### src/rtl/seg7_pkg.sv
// Shared glyph table, FSM encoding and BCD sizing helpers for the sequential 7-segment formatter.
// Glyph bytes are {g,f,e,d,c,b,a,dp}, active-low.
package seg7_pkg;

  localparam logic [7:0] SEG_DIGIT [0:9] = '{
    8'b1000_0001, 8'b1111_0011, 8'b0100_1001, 8'b0110_0001, 8'b0011_0011,
    8'b0010_0101, 8'b0000_0101, 8'b1111_0001, 8'b0000_0001, 8'b0010_0001
  };
  localparam logic [7:0] SEG_DASH  = 8'b0111_1111;
  localparam logic [7:0] SEG_BLANK = 8'b1111_1111;

  typedef enum logic [1:0] {
    S_IDLE   = 2'd0,
    S_SHIFT  = 2'd1,
    S_ENCODE = 2'd2,
    S_DONE   = 2'd3
  } state_t;

  // ceil(w * log10(2)) in integer arithmetic
  function automatic int bcd_width(input int w);
    return (w * 30103 + 99999) / 100000;
  endfunction

  // Register at least one BCD digit per display digit so capacity checks never index past the top.
  function automatic int bcd_regs(input int w, input int n);
    int b;
    b = bcd_width(w);
    return (b > n) ? b : n;
  endfunction

endpackage

### src/rtl/seg7_digit_enc.sv
// Combinational single-digit encoder: BCD digit plus dp/blank/dash controls to one active-low byte.
module seg7_digit_enc
  import seg7_pkg::*;
(
  input  logic [3:0] bcd,
  input  logic       dp,
  input  logic       blank,
  input  logic       dash,
  output logic [7:0] seg
);

  logic [7:0] base;

  always_comb begin
    base = SEG_BLANK;
    if (dash)
      base = SEG_DASH;
    else if (!blank && bcd <= 4'd9)
      base = SEG_DIGIT[bcd];
    seg = blank ? SEG_BLANK : (base & {7'h7F, ~dp});
  end

endmodule

### src/rtl/bin_to_7seg_seq.sv
// Iterative double-dabble binary-to-7-segment formatter with start/busy/done handshake,
// leading-zero blanking, decimal point, sign digit and overflow dashes.
module bin_to_7seg_seq
  import seg7_pkg::*;
#(
  parameter int WIDTH        = 14,
  parameter int NUM_DIGITS   = 4,
  parameter bit DASH_ON_ZERO = 1'b1
) (
  input  logic                          clk,
  input  logic                          reset,
  input  logic                          start,
  input  logic [WIDTH-1:0]              value,
  input  logic                          negative,
  input  logic [$clog2(NUM_DIGITS+1)-1:0] dp_pos,
  input  logic                          blank_lz,
  output logic                          busy,
  output logic                          done,
  output logic                          overflow,
  output logic [8*NUM_DIGITS-1:0]       seg_out
);

  localparam int DPW   = $clog2(NUM_DIGITS + 1);
  localparam int BCD_N = bcd_regs(WIDTH, NUM_DIGITS);
  localparam int BW    = 4 * BCD_N;
  localparam int CNT_W = (WIDTH > 1) ? $clog2(WIDTH) : 1;

  state_t                  state, next_state;
  logic [WIDTH-1:0]        bin_q;
  logic [BW-1:0]           bcd_q, bcd_adj;
  logic [CNT_W-1:0]        cnt_q;
  logic                    neg_q, blz_q;
  logic [DPW-1:0]          dp_q;
  logic [8*NUM_DIGITS-1:0] seg_q, enc_bytes;
  logic                    ovf_q, ovf, all_dash, upper_zero;
  logic [NUM_DIGITS-1:0]   dig_dp, dig_blank, dig_dash;
  int                      cap, dpk;

  always_ff @(posedge clk) begin
    if (reset) state <= S_IDLE;
    else       state <= next_state;
  end

  always_comb begin
    next_state = state;
    case (state)
      S_IDLE:   if (start) next_state = S_SHIFT;
      S_SHIFT:  if (cnt_q == '0) next_state = S_ENCODE;
      S_ENCODE: next_state = S_DONE;
      S_DONE:   next_state = S_IDLE;
      default:  next_state = S_IDLE;
    endcase
  end

  assign busy     = (state == S_SHIFT) || (state == S_ENCODE);
  assign done     = (state == S_DONE);
  assign overflow = ovf_q;
  assign seg_out  = seg_q;

  // add-3 correction applied before each shift
  always_comb begin
    bcd_adj = bcd_q;
    for (int i = 0; i < BCD_N; i++)
      if (bcd_q[4*i +: 4] >= 4'd5)
        bcd_adj[4*i +: 4] = bcd_q[4*i +: 4] + 4'd3;
  end

  always_ff @(posedge clk) begin
    if (reset) begin
      bin_q <= '0;
      bcd_q <= '0;
      cnt_q <= '0;
      neg_q <= 1'b0;
      blz_q <= 1'b0;
      dp_q  <= '0;
      seg_q <= '1;
      ovf_q <= 1'b0;
    end else begin
      case (state)
        S_IDLE: if (start) begin
          bin_q <= value;
          bcd_q <= '0;
          cnt_q <= CNT_W'(WIDTH - 1);
          neg_q <= negative;
          blz_q <= blank_lz;
          dp_q  <= dp_pos;
        end
        S_SHIFT: begin
          bcd_q <= BW'({bcd_adj, bin_q[WIDTH-1]});
          bin_q <= bin_q << 1;
          cnt_q <= cnt_q - CNT_W'(1);
        end
        S_ENCODE: begin
          seg_q <= enc_bytes;
          ovf_q <= ovf;
        end
        default: ;
      endcase
    end
  end

  // Per-digit controls; the top digit is scanned first so upper_zero tracks "all zero from here up to CAP-1".
  always_comb begin
    cap = neg_q ? NUM_DIGITS - 1 : NUM_DIGITS;
    dpk = int'(dp_q);
    if (dpk > NUM_DIGITS) dpk = 0;
    ovf = 1'b0;
    for (int i = 0; i < BCD_N; i++)
      if (i >= cap && bcd_q[4*i +: 4] != 4'd0) ovf = 1'b1;
    all_dash   = ovf || (DASH_ON_ZERO && bcd_q == '0 && dpk != 0);
    upper_zero = 1'b1;
    dig_dp     = '0;
    dig_blank  = '0;
    dig_dash   = '0;
    for (int d = NUM_DIGITS - 1; d >= 0; d--) begin
      if (d < cap) upper_zero = upper_zero && (bcd_q[4*d +: 4] == 4'd0);
      dig_dash[d]  = all_dash || (d >= cap);
      dig_dp[d]    = !all_dash && (dpk == d + 1);
      dig_blank[d] = !all_dash && (d < cap) && blz_q && (d > 0) && (d >= dpk) && upper_zero;
    end
  end

  for (genvar g = 0; g < NUM_DIGITS; g++) begin : g_enc
    seg7_digit_enc u_enc (
      .bcd   (bcd_q[4*g +: 4]),
      .dp    (dig_dp[g]),
      .blank (dig_blank[g]),
      .dash  (dig_dash[g]),
      .seg   (enc_bytes[8*g +: 8])
    );
  end

endmodule
### config.mk
export PLATFORM = sky130hd
export DESIGN_NAME = bin_to_7seg_seq
export DESIGN_NICKNAME = d
export VERILOG_FILES = /design/src/rtl/seg7_pkg.sv /design/src/rtl/seg7_digit_enc.sv /design/src/rtl/bin_to_7seg_seq.sv
export SDC_FILE = /design/constraint.sdc
export NUM_CORES = 1
export LEC_CHECK = 0
export ABC_AREA = 1
export BUFFER_PORTS_ARGS = -buffer_cell sky130_fd_sc_hd__clkbuf_2
export CORE_AREA = 2 2 100 102
export DETAILED_ROUTE_END_ITERATION = 8
export DIE_AREA = 0 0 102 104
export PLACE_DENSITY_LB_ADDON = 0.3
export SLEW_MARGIN = 15
export SYNTH_ARGS = -nofsm -noshare
export SYNTH_HDL_FRONTEND = slang
export SYNTH_HIERARCHICAL = 1
export SYNTH_SLANG_ARGS = --single-unit
### constraint.sdc
create_clock -name clk -period 2.72 [get_ports clk]
set_clock_uncertainty 0.1 [all_clocks]
set_input_delay 0.408 -clock clk [delete_from_list [all_inputs] [get_ports clk]]
set_output_delay 0.408 -clock clk [all_outputs]
set_load 0.01 [all_outputs]
==> out/results.tsv <==
stage	metric	value	unit
sta	Max-slew headroom	53.4	%
sta	Final WS setup	0.458	ns
worst_setup_path	WP buf/inv	2	
global_routing	antenna violations before repair	0	
routing	Vias/cell	4.94	
clock_network	CTS Buffer Depth	2	
flow_run	max_cap viols	0	
yosys	Post-Syn Area	4580	µm²
die	Die ar.	10600	µm²
clock_network	Resize count post-CTS	0	
place	hpwl dp	7.13	mm
yosys	Mean Syn Cell Area	6.73	µm²
worst_setup_path	Max FO, Critical Path	10	
worst_setup_path	CP max stage delay	0.48	ns
clock_network	clock latency on the worst-skew pair	0.36	ns
finish	nets@finish	791	
sta	Setup TNS	0	ns
global_routing	number of global-route vias before repair	3887	
routing	ANT nets after route	0	
routing	drt first pass iters	6	
clock_network	# hold bufs at CTS	0	
power	Comb pwr share	38.7	%
worst_setup_path	worst path cell trace	inv_1 > ha_1 > nand3_1 > nor2_1 > nand3_1 > nand2_1 > nor2_1 > nand2_2 > inv_2 > nand2_1 > nand2_1 > nand3_1	
clock_network	TritonCTS clock tree	built	
sta	fin crit period	2.26	ns
finish	commonest non-fill, non-tap cell in the layout	nand2_1	
power	Reg power frac	37.9	%
worst_setup_path	startpoint types	flop	
yosys	Netlist cell types	29	
worst_setup_path	Critical Path Sink Type	flop	
place	RePlAce Congestion	0.824	
sta	Slew Limit Fails	0	
global_routing	largest net degree at the start of global routing	35	
die	DIE WIDTH	102	µm
worst_setup_path	Worst Path Class, Setup	flop to flop	
worst_setup_path	crit path DAT	2.40	ns
clock_network	post-CTS setup buffers	0	
sta	actual slew at the worst max-slew pin	0.698	ns
run_status	status	completed	
finish	most frequent cells in the layout	nand2_1 (222), nand3_1 (85), dfxtp_1 (78), inv_1 (68), clkbuf_2 (56)	
global_routing	total gr overflow	0	
global_routing	GRT Overall Usage	18.9	%
place	pre-CTS WS	0.468	ns
power	PD cells	826	nW/µm²
clock_network	CTS root buf	clkbuf_8	
finish	# fillers	936	
die	Core ar.	9550	µm²
power	Sw Pwr	1.67	mW
power	Int Pwr	2.59	mW
routing	Initial DRC Count	303	
yosys	Ys Warns	6	
routing	Via Count	4281	
sta	final setup vio count	0	
finish	Finished Core Util	54.1	%
worst_setup_path	slowest CP cell	dfxtp_1	
clock_network	clock sinks	78	
sta	Final Cycle Share	83.2	%
routing	WL final	9.99	mm
sta	worst hold slack	0.186	ns
power	Clock Power Share	23.4	%
die	die span in y	104	µm
hold_path	worst min-delay path class	input port to flop	
die	FP Rows	36	
worst_setup_path	CP required	2.86	ns
sta	unrepaired setup endpoints after global routing	no	
global_routing	first-pass GRT wire length	16.6	mm
finish	share of layout cells above drive strength 1	15.3	%
yosys	sequential area share after synthesis	34.1	%
die	I/O pins	57	
clock_network	total CTS buffers	9	
sta	final hold vios	0	
worst_setup_path	CP top delay family	simple AND/OR/NAND/NOR gates	
place	dpl cells	852	
finish	Non-Filler Instances	867	
die	Starting Density	47.9	%
place	placed inst area	4950	µm²
clock_network	H-tree Lvls	3	
routing	WL/cell	11.5	µm
power	total power	4.27	mW
power	Pleak	2.44	nW
power	peak supply drop	0.592	mV
finish	Ant. Diodes	0	
place	PortBufs	56	
yosys	Yosys reg bits	78	
sta	Fmax	442	MHz
finish	area grow syn2layout	12.9	%
power	sw frac	39.2	%
clock_network	clk slew on worst S/H paths	0.08	ns
yosys	Cells after Synth	680	
finish	fin area	5170	µm²
routing	Post-route DRC	0	
[cells by family (layout without fill, tap and decap cells)]
logic type / Yosys count / count (layout) / synth area share [%]
adder cells (fa/ha/maj): 39 / 39 / 10.7
AND/OR/NAND/NOR: 369 / 369 / 34.8
flip-flops: 78 / 78 / 34.1
other: 1 / 2 / 0.0819
buffers and inverters: 105 / 158 / 9.54
AO/OA/AOI/OAI: 88 / 88 / 10.8
[cell usage after synthesis]
cell        n  area [µm²]
nand2_1   222         833
nand3_1    85         425
dfxtp_1    78        1560
inv_1      68         255
ha_1       39         488
a21oi_1    31         155
nor2_1     28         105
o21ai_0    27         135
clkbuf_1   14        52.6
a31oi_1    13        81.3
nand2_2    12        75.1
inv_2      11        41.3
nand4_1    10        62.6
o211ai_1    8        60.1
buf_2       5        25.0
o21ai_1     5        25.0
or2_2       5        31.3
nand3_2     4        40.0
buf_4       3        22.5
buf_6       3        33.8
a21o_1      1        7.51
a21oi_2     1        8.76
and2_1      1        6.26
conb_1      1        3.75
inv_4       1        6.26
nand3b_1    1        7.51
nor3_1      1        5.00
o21ai_4     1        16.3
o22ai_1     1        6.26
[metal layers]
layer / up-vias / global-route usage [%] / wire (µm)
li1: 2285 / - / -
met1: 1874 / 24.3 / 4870
met2: 111 / 31.3 / 4540
met3: 11 / 4.44 / 459
met4: 0 / 5.62 / 114
met5: - / 0 / 0
[power groups by stage]
stage          Combinational (mW)  Clock, mW  Sequential [mW]
2_1_floorplan                1.22          0             1.69
3_3_place_gp                 1.64          0             1.63
3_5_place_dp                 1.66          0             1.64
4_1_cts                      1.67       1.02             1.62
5_1_grt                      1.91       1.06             1.65
6_report                     1.65      0.997             1.62
[sequential cells by signal, summed over array words and instances (netlist names)]
signal and count:
bcd_q 20, bin_q 14, blz_q 1, cnt_q 4, dp_q 3, neg_q 1
overflow 1, seg_out 32, state 2
[final cells by class]
class | instances | area [µm²] | share of cell area [%]
Multi-Input combinational cell | 498 | 2580 | 50.0
Timing Repair Buffer | 63 | 333 | 6.44
Clock inverter | 3 | 67.6 | 1.31
Sequential cell | 78 | 1560 | 30.2
Inverter | 80 | 303 | 5.86
Tap cell | 133 | 166 | 3.22
Clock buffer | 12 | 155 | 3.00
[worst reg2reg max path, stage by stage, from the launching register on]
cell and delay (ns):
dfxtp_1 0.48, inv_1 0.13, ha_1 0.25, nand3_1 0.17, nor2_1 0.07, nand3_1 0.10
nand2_1 0.23, nor2_1 0.24, nand2_2 0.08, inv_2 0.08, nand2_1 0.06, nand2_1 0.07
nand3_1 0.08
[path summary, 6_finish.rpt]
| path | startpoint | endpoint | slack, ns | depth (start not counted) |
|---|---|---|---|---|
| worst max-delay path | bcd_q[12] | seg_out[1] | 0.46 | 12 |
| worst min-delay path | value[10] | bin_q[10] | 0.19 | 3 |
| worst max register to register | bcd_q[12] | seg_out[1] | 0.46 | 12 |
| worst min register to register | seg_out[8] | seg_out[8] | 0.36 | 2 |
No activity file was read; power rests on OpenSTA's default activity.
